## src/rtl/tick_counter_pkg.sv

```systemverilog
// Shared types and helpers for tick_counter: divider sizing, limit values
// and packed-BCD increment/decrement/clamp on a full-width vector.
package tick_counter_pkg;

    localparam int unsigned MAX_DIGITS = 6;
    localparam int unsigned MAX_W      = 4 * MAX_DIGITS;

    typedef struct packed {
        logic             carry;
        logic [MAX_W-1:0] value;
    } bcd_res_t;

    // Returns 0 when the ratio is not a positive integer so the top can flag it.
    function automatic int unsigned calc_div(input int unsigned clk_hz,
                                             input int unsigned tick_hz);
        if (tick_hz == 0 || (clk_hz % tick_hz) != 0) begin
            return 0;
        end
        return clk_hz / tick_hz;
    endfunction

    function automatic logic [MAX_W-1:0] max_value(input int unsigned digits,
                                                   input int unsigned bcd);
        logic [MAX_W-1:0] v;
        v = '0;
        for (int unsigned i = 0; i < MAX_DIGITS; i++) begin
            if (i < digits) begin
                v[4*i +: 4] = (bcd != 0) ? 4'd9 : 4'hF;
            end
        end
        return v;
    endfunction

    function automatic bcd_res_t bcd_inc(input logic [MAX_W-1:0] v,
                                         input int unsigned digits);
        bcd_res_t r;
        logic     c;
        r.value = v;
        c       = 1'b1;
        for (int unsigned i = 0; i < MAX_DIGITS; i++) begin
            if (i < digits && c) begin
                if (v[4*i +: 4] == 4'd9) begin
                    r.value[4*i +: 4] = 4'd0;
                end else begin
                    r.value[4*i +: 4] = v[4*i +: 4] + 4'd1;
                    c = 1'b0;
                end
            end
        end
        r.carry = c;
        return r;
    endfunction

    function automatic bcd_res_t bcd_dec(input logic [MAX_W-1:0] v,
                                         input int unsigned digits);
        bcd_res_t r;
        logic     b;
        r.value = v;
        b       = 1'b1;
        for (int unsigned i = 0; i < MAX_DIGITS; i++) begin
            if (i < digits && b) begin
                if (v[4*i +: 4] == 4'd0) begin
                    r.value[4*i +: 4] = 4'd9;
                end else begin
                    r.value[4*i +: 4] = v[4*i +: 4] - 4'd1;
                    b = 1'b0;
                end
            end
        end
        r.carry = b;
        return r;
    endfunction

    function automatic logic [MAX_W-1:0] bcd_clamp(input logic [MAX_W-1:0] v,
                                                   input int unsigned digits);
        logic [MAX_W-1:0] r;
        r = v;
        for (int unsigned i = 0; i < MAX_DIGITS; i++) begin
            if (i < digits && v[4*i +: 4] > 4'd9) begin
                r[4*i +: 4] = 4'd9;
            end
        end
        return r;
    endfunction

endpackage

```

## src/rtl/dec7seg.sv

```systemverilog
// Hex digit to active-low seven-segment pattern; bit 0 = segment a, bit 6 = g.
module dec7seg (
    input  logic [3:0] i_digit,
    output logic [6:0] o_seg
);

    always_comb begin
        o_seg = 7'b1111111;
        case (i_digit)
            4'h0: o_seg = 7'b1000000;
            4'h1: o_seg = 7'b1111001;
            4'h2: o_seg = 7'b0100100;
            4'h3: o_seg = 7'b0110000;
            4'h4: o_seg = 7'b0011001;
            4'h5: o_seg = 7'b0010010;
            4'h6: o_seg = 7'b0000010;
            4'h7: o_seg = 7'b1111000;
            4'h8: o_seg = 7'b0000000;
            4'h9: o_seg = 7'b0010000;
            4'hA: o_seg = 7'b0001000;
            4'hB: o_seg = 7'b0000011;
            4'hC: o_seg = 7'b1000110;
            4'hD: o_seg = 7'b0100001;
            4'hE: o_seg = 7'b0000110;
            4'hF: o_seg = 7'b0001110;
            default: o_seg = 7'b1111111;
        endcase
    end

endmodule

```

## src/rtl/tick_gen.sv

```systemverilog
// Prescaler: free-running modulo-DIV phase counter with a registered
// one-cycle tick on the wrap.
module tick_gen #(
    parameter int unsigned DIV = 1
) (
    input  logic clk,
    input  logic reset,
    output logic tick
);

    localparam int unsigned     PW   = (DIV > 1) ? $clog2(DIV) : 1;
    localparam logic [PW-1:0]   LAST = PW'(DIV - 1);

    logic [PW-1:0] r_pcnt;
    logic          r_tick;

    always_ff @(posedge clk) begin
        if (reset) begin
            r_pcnt <= '0;
            r_tick <= 1'b0;
        end else begin
            r_tick <= (r_pcnt == LAST);
            r_pcnt <= (r_pcnt == LAST) ? '0 : r_pcnt + PW'(1);
        end
    end

    assign tick = r_tick;

endmodule

```

## src/rtl/tick_counter.sv

```systemverilog
// Prescaled display counter: binary or BCD, up/down, loadable, wrap or
// saturate, with per-digit seven-segment outputs.
module tick_counter
    import tick_counter_pkg::*;
#(
    parameter int unsigned CLK_HZ   = 50_000_000,
    parameter int unsigned TICK_HZ  = 1,
    parameter int unsigned DIGITS   = 2,
    parameter int unsigned BCD      = 0,
    parameter int unsigned SATURATE = 0
) (
    input  logic                  clk,
    input  logic                  reset,
    input  logic                  en,
    input  logic                  up,
    input  logic                  load,
    input  logic [4*DIGITS-1:0]   load_val,
    output logic [4*DIGITS-1:0]   count,
    output logic                  tick,
    output logic                  limit,
    output logic [7*DIGITS-1:0]   hex
);

    localparam int unsigned  DIV = calc_div(CLK_HZ, TICK_HZ);
    localparam int unsigned  W   = 4 * DIGITS;
    localparam logic [W-1:0] MAX = W'(max_value(DIGITS, BCD));

    if (DIV == 0) begin : g_bad_div
        $error("tick_counter: CLK_HZ/TICK_HZ must be a positive integer");
    end
    if (DIGITS < 1 || DIGITS > MAX_DIGITS) begin : g_bad_digits
        $error("tick_counter: DIGITS must be in 1..6");
    end

    logic         w_tick;
    logic         w_step;
    logic [W-1:0] w_next;
    logic         w_limit;
    logic [W-1:0] r_count;
    logic         r_limit;

    tick_gen #(.DIV(DIV)) u_tick_gen (
        .clk   (clk),
        .reset (reset),
        .tick  (w_tick)
    );

    assign w_step = w_tick & en & ~load;

    // Next count: load beats step; boundary steps wrap or hold and flag limit.
    always_comb begin
        w_next  = r_count;
        w_limit = 1'b0;
        if (load) begin
            w_next = (BCD != 0) ? W'(bcd_clamp(MAX_W'(load_val), DIGITS)) : load_val;
        end else if (w_step) begin
            if (up) begin
                if (r_count == MAX) begin
                    w_limit = 1'b1;
                    w_next  = (SATURATE != 0) ? MAX : '0;
                end else begin
                    w_next = (BCD != 0) ? W'(bcd_inc(MAX_W'(r_count), DIGITS))
                                        : r_count + W'(1);
                end
            end else begin
                if (r_count == '0) begin
                    w_limit = 1'b1;
                    w_next  = (SATURATE != 0) ? '0 : MAX;
                end else begin
                    w_next = (BCD != 0) ? W'(bcd_dec(MAX_W'(r_count), DIGITS))
                                        : r_count - W'(1);
                end
            end
        end
    end

    always_ff @(posedge clk) begin
        if (reset) begin
            r_count <= '0;
            r_limit <= 1'b0;
        end else begin
            r_count <= w_next;
            r_limit <= w_limit;
        end
    end

    for (genvar i = 0; i < DIGITS; i++) begin : g_seg
        dec7seg u_dec (
            .i_digit (r_count[4*i +: 4]),
            .o_seg   (hex[7*i +: 7])
        );
    end

    assign count = r_count;
    assign tick  = w_tick;
    assign limit = r_limit;

endmodule

```

## config.mk

```make
export PLATFORM = sky130hd
export DESIGN_NAME = tick_counter
export DESIGN_NICKNAME = d
export VERILOG_FILES = /design/src/rtl/tick_counter_pkg.sv /design/src/rtl/dec7seg.sv /design/src/rtl/tick_gen.sv /design/src/rtl/tick_counter.sv
export SDC_FILE = /design/constraint.sdc
export NUM_CORES = 1
export LEC_CHECK = 0
export ABC_AREA = 1
export CAP_MARGIN = 20
export CORE_ASPECT_RATIO = 0.8
export CORE_UTILIZATION = 54
export CTS_CLUSTER_DIAMETER = 30
export DETAILED_ROUTE_END_ITERATION = 7
export GPL_ROUTABILITY_DRIVEN = 1
export GPL_TIMING_DRIVEN = 0
export PLACE_DENSITY = 0.85
export REMOVE_ABC_BUFFERS = 1
export SLEW_MARGIN = 25
export SYNTH_ARGS = -nofsm -noshare
export SYNTH_HDL_FRONTEND = slang
export SYNTH_SLANG_ARGS = --single-unit
```

## constraint.sdc

```tcl
create_clock -name clk -period 2.56 [get_ports clk]
set_input_delay 0.256 -clock clk [delete_from_list [all_inputs] [get_ports clk]]
set_output_delay 0.256 -clock clk [all_outputs]
set_load 0.05 [all_outputs]
```

==> results of run 1 <==
state kept, by name (all words and copies together) (netlist names):
| name | flops |
|---|---|
| u_tick_gen.tick | 1 |
| g_seg.u_dec.o_seg | 14 |
| u_tick_gen.r_pcnt | 26 |
| limit | 1 |
| count | 8 |
layout make-up:
cell class | count | area share [%]
sequential | 50 | 28.3
clock buffer | 6 | 2.05
clock inverter | 2 | 0.388
inverter | 56 | 6.14
multi-input combinational | 339 | 50.2
tap | 78 | 2.75
timing repair buffer | 36 | 10.2
metal layers:
layer	global-route usage (%)	share of wire [%]	wire, µm	vias up
met5	0	0	0	-
met4	6.67	1.1	72	0
met3	5.83	7.3	491	12
met2	37.7	45	3040	122
met1	32.7	46	3110	1287
li1	-	-	-	1507
kinds of logic (layout without fill, tap and decap cells):
family / Yosys count / after routing / share of synthesized area [%]
flops: 50 / 50 / 32.7
xor+xnor: 14 / 14 / 4.01
simple gates: 277 / 277 / 41.6
buf+inv: 63 / 100 / 9.08
compound gates: 33 / 33 / 6.42
fa+ha+maj: 15 / 15 / 6.14
how the worst min path moves through the flow:
stage / startpoint / to / slack, ps
after floorplan: reset / u_tick_gen.tick / 330
after global placement: u_tick_gen.r_pcnt[0] / u_tick_gen.r_pcnt[0] / 430
after detailed placement: u_tick_gen.r_pcnt[0] / u_tick_gen.r_pcnt[0] / 440
after CTS: u_tick_gen.r_pcnt[0] / u_tick_gen.r_pcnt[0] / 460
after global routing: u_tick_gen.r_pcnt[0] / u_tick_gen.r_pcnt[0] / 480
final: u_tick_gen.r_pcnt[0] / u_tick_gen.r_pcnt[0] / 460
power by group through the flow:
stage / clock [mW] / sequential (mW) / combinational (mW)
after global placement: 0 / 0.860 / 0.421
after detailed placement: 0 / 0.862 / 0.430
after floorplan: 0 / 0.975 / 0.184
after global routing: 0.511 / 0.850 / 0.471
after CTS: 0.469 / 0.844 / 0.431
final: 0.457 / 0.845 / 0.434
synth_stat cells, types with 2 or more instances:
library cell	instances
inv_2	8
nand3_2	3
ha_1	15
xor2_1	9
nor3b_1	3
o21ai_0	10
inv_1	45
nor2_1	58
nor2_2	9
o21ai_1	6
a21oi_1	12
buf_6	3
nand2_4	3
nor4_1	5
nand2_2	10
dfxtp_1	50
nor3_1	8
nand2_1	123
xnor2_1	5
nand4_1	8
nand3_1	40
or2_0	2
buf_4	3
repair_timing:
action | CTS | global route
setup endpoints to repair | 0 | 6
hold endpoints to repair | 0 | 0
resized for setup | 0 | 4
through the flow:
step | total power [mW] | TNS [ps] | cells
after floorplan | 1.16 | 0 | 445
after global placement | 1.28 | -7.92 | 559
after detailed placement | 1.29 | -29.4 | 559
after CTS | 1.74 | 0 | 567
after global routing | 1.83 | 0 | 567
final | 1.74 | 0 | 567
critical path, stage by stage, from the launching register on:
cell     delay (ps)
dfxtp_2         400
ha_2            240
nand2_2          80
nor2_2          120
nand3_2         140
nand2_2         130
inv_1            60
nand3_1          80
nand2_1          70
nand2_1         180
inv_1           130
ha_1            320
nand3_1          90
nand2_1          70
nand2_1          60
nand2_1          50
==> metrics.txt, run 1 <==
outcome complete, no violations; clk sinks 50; worst r2r src count[1]; Routability Congestion 0.876; Slew Viols, Final 0; origin of the worst setup path count[1]; GR Overflow Total 0; Internal Power 1.15 mW; layout cells sized above 1 10.8%; Detail Route Antenna Nets 0; Initial Util 56.0%; CTS buffer count 5; final core occ 64.9%; Worst EP arrival 2540 ps; worst slack, placed -29.4 ps; CP Launch Type flip-flop; clock latency on the worst-skew pair 300 ps; pin count of the biggest net entering global routing 26; Vias 2,928; Via-to-Cell Ratio 5.16; commonest non-fill, non-tap cell in the layout nand2_1; setup violators final 0; Placed Area 3460 µm²; synth warn 0; Clock power frac 26.3%; register area share after synthesis 32.7%; initial antenna violation count 0; DIE WIDTH 86.1 µm; hold slack final 458 ps; Worst EP required 2760 ps; Core Area 5470 µm²; fillers 483; post-synth cell types 37; Power Dens Cells 489 nW/µm²; Mapped Cells 452; synthesized cell area 3060 µm²; Post-CTS Hold Buffers 0; Seq pwr share 48.7%; minimum clock period 2330 ps; Syn Area/Cell 6.77 µm²; Reg2Reg Capture Point g_seg[1].u_dec.o_seg[3]; wire length per cell 11.8 µm; Slew HR 58.5%; crit path kind reg -> reg; Global Route Usage Sum 24.0%; Routed WL 6710 µm; synth top area cells dfxtp_1 33%, nand2_1 15%, nor2_1 7.1%, nand3_1 6.5%, ha_1 6.1%; Net Sw Frac 33.5%; first drt pass iteration count 4; most frequent cells in the layout 123 x nand2_1, 58 x nor2_1, 47 x dfxtp_1, 45 x inv_1, 40 x nand3_1; DRC violations left 0; Synth top area share 32.7%; die height 69.3 µm; worst hold-check path type reg -> reg; unrepaired setup endpoints after global routing false; row count 24; max_cap viols 0; Most used DFF post-synth dfxtp_1; DRT iter0 DRCs 166; Die Area 5970 µm²; post-CTS setup buffers 0; H-Tree Depth 2; I/O Pins 37; period utilization 91.2%; path depth of the worst reg2reg path 15; Worst Skew 9.16 ps; Diodes inserted 0; Clock transition at path regs 90 ps; PnR worst setup slack 226 ps; final instance area 3550 µm²; number of synthesized flops with an enable pin 0; Max Root-Sink Buffers 2; count of final hold-check violations 0; root buffer cell clkbuf_8; Hold Path Stages 1; CP Capture Type flip-flop; Leak 1.55 nW; #FFs+latches synth 50; Worst VDD drop 0.345 mV; CTS tree done; FF-to-FF setup slack 230 ps; critical path fanouts, max 7; DPL Wire Length 5030 µm; layout net count 516; vias in the first global route 2,669; combinational power share 25.0%; CP Capture Point g_seg[1].u_dec.o_seg[3]; Area growth, synth to finish 16.0%; Least-Margin Pin Slew 618 ps; Async S/R FF share, synth 0%; max frequency 0.428 GHz; Psw 0.581 mW; PortBufs 36; first-pass GRT wire length 11,600 µm; Yosys top cell by area dfxtp_1; FF+latch area 1000 µm²; footprint of the multi-input gates 1780 µm²
Note: power is estimated with default switching activity, not from simulation.
==> run 2: changes to the inputs <==
ABC_AREA = default   (was 1)
==> run 2 against run 1 <==
The run now ends with setup timing left. Largest power group unchanged. Combinational power increased by 18%. Critical path type unchanged. Core utilization up 8.7 points. Non-clock buffer count grew 30. Largest cell class unchanged. Highest routed layer unchanged.
==> metrics.txt, run 2 <==
failing checks setup timing; Global Route Usage Sum 27.5%; M3 GR Usage 6.16%; first-pass GRT wire length 11,200 µm; Mapped Cells 317; Max Root-Sink Buffers 2; most frequent cells in the layout 42 x dfxtp_1, 41 x nor2_1, 33 x clkdlybuf4s50_1, 29 x buf_4, 26 x nand2_1; Die Area 5500 µm²; DRC violations left 0; die height 66.6 µm; max_cap viols 0; Worst EP required 2760 ps; setup violators final 5; Least-Margin Pin Slew 762 ps; met2 Use GR 45.3%; top-count cell post-synth dfxtp_1; Area growth, synth to finish 31.0%; #FFs+latches synth 50; Detail Route Antenna Nets 0; clock latency on the worst-skew pair 320 ps; outcome finished, violations left; Via-to-Cell Ratio 6.41; max frequency 0.371 GHz; vias in the first global route 2,369; Yosys top cell by area dfxtp_1; Clock transition at path regs 100 ps; number of synthesized flops with an enable pin 0; Diodes inserted 0; root buffer cell clkbuf_8; DIE WIDTH 82.7 µm; worst hold-check path type reg -> reg; Vias 2,801; wire length per cell 20.0 µm; Syn Area/Cell 8.87 µm²; initial antenna violation count 0; Routability Congestion 0.892; CP Launch Type flip-flop; synth top area cells dfxtp_1 36%, ha_1 6.7%, nor2_1 5.6%, xor2_1 5.6%, mux2i_1 3.9%; layout net count 403; PortBufs 36; unrepaired setup endpoints after global routing true; Most Used Layer, Global Route met2; Slew Viols, Final 0; Worst VDD drop 0.360 mV; DRT iter0 DRCs 237; number of flip-flops in the largest register 26; worst slack, placed -744 ps; period utilization 105%; Routed WL 8730 µm; I/O Pins 37; PnR worst setup slack -139 ps; CP Capture Type flip-flop; critical path fanouts, max 12; crit path kind reg -> reg; Post-CTS Hold Buffers 0; Synth top cells by count 50 x dfxtp_1, 42 x nor2_1, 27 x nand2_1; Worst EP arrival 2900 ps; first drt pass iteration count 5; layout cells sized above 1 22.4%; FF+latch area 1020 µm²; GR Layer Usage met1 33.3%; row count 23; GR Overflow Total 0; CTS tree done; Most used DFF post-synth dfxtp_1; commonest non-fill, non-tap cell in the layout dfxtp_1; Power Dens Cells 495 nW/µm²; Worst Skew 15.9 ps; Initial Util 56.2%; register area share after synthesis 35.6%; CTS buffer count 5; minimum clock period 2700 ps; Biggest register u_tick_gen.r_pcnt; DPL Wire Length 4310 µm; fillers 322; H-Tree Depth 2; Placed Area 3150 µm²; Setup TNS -356 ps; clk sinks 50; count of final hold-check violations 0; synth warn 0; final instance area 3690 µm²; footprint of the multi-input gates 1860 µm²; Core Area 5010 µm²; synthesized cell area 2810 µm²; hold slack final 459 ps; Synth top area share 35.6%; Async S/R FF share, synth 0%; Leak 1.41 nW; post-synth cell types 63; Slew HR 49.1%; pin count of the biggest net entering global routing 24
[run 2: routing by layer]
metal,up-vias,routed length [µm],part of all wire [%]
li1,1244,-,-
met2,188,4130,47
met5,-,0,0
met4,0,345,4.0
met1,1320,3480,40
met3,49,774,8.9
[run 2: path summary, 6_finish.rpt]
path | endpoint | slack [ps] | cells after the start | start
worst max-delay path | g_seg[0].u_dec.o_seg[3] | -140 | 7 | count[4]
worst min-delay path | u_tick_gen.r_pcnt[0] | 460 | 1 | u_tick_gen.r_pcnt[0]
worst max register to register | g_seg[0].u_dec.o_seg[3] | -140 | 7 | count[4]
worst min register to register | u_tick_gen.r_pcnt[0] | 460 | 1 | u_tick_gen.r_pcnt[0]
[run 2: timing repair]
action                                  CTS  global route
pin swaps                                 4            11
gates resized for setup                  33            26
cloned                                    0             0
endpoints found under the setup margin   14            34
setup buffers                            13            19
[run 2: critical path, stage by stage, from the launching register on]
cell,delay [ps]
dfxtp_2,520
nand2_1,140
o31a_1,350
buf_4,170
a221oi_2,460
or2_1,340
inv_2,130
mux4_2,470
[run 2: logic make-up (layout without fill, tap and decap cells)]
| kind of cell | after synthesis | after routing | synth area share (%) |
|---|---|---|---|
| adder cells (fa/ha/maj) | 15 | 15 | 6.67 |
| buffers and inverters | 28 | 86 | 5.16 |
| AND/OR/NAND/NOR | 136 | 136 | 25.4 |
| XOR/XNOR | 27 | 27 | 8.41 |
| multiplexers | 16 | 16 | 6.32 |
| flip-flops | 50 | 50 | 35.6 |
| AO/OA/AOI/OAI | 45 | 45 | 12.5 |
[run 2: final cells by class]
cell class | count | share of cell area [%]
clock inverters | 1 | 0.204
flip-flops and latches | 50 | 27.7
clock buffers | 6 | 1.97
well taps | 62 | 2.10
inverters | 13 | 1.39
repair buffers | 66 | 16.1
multi-input cells | 239 | 50.6
[run 2: where the power goes]
part	internal [mW]	total [mW]	switching (mW)	leakage [nW]
clock	0.188	0.466	0.277	0.0373
sequential	0.813	0.848	0.0352	0.412
combinational	0.209	0.513	0.304	0.959
total	1.21	1.83	0.617	1.41
[run 2: stage by stage]
stage                     std cells  power [mW]  utilization (%)
after floorplan                 302        1.12                -
after global placement          400        1.24             63.0
after detailed placement        400        1.25             63.0
after CTS                       420        1.73             68.6
after global routing            437        1.87             73.6
final                           437        1.83             73.6
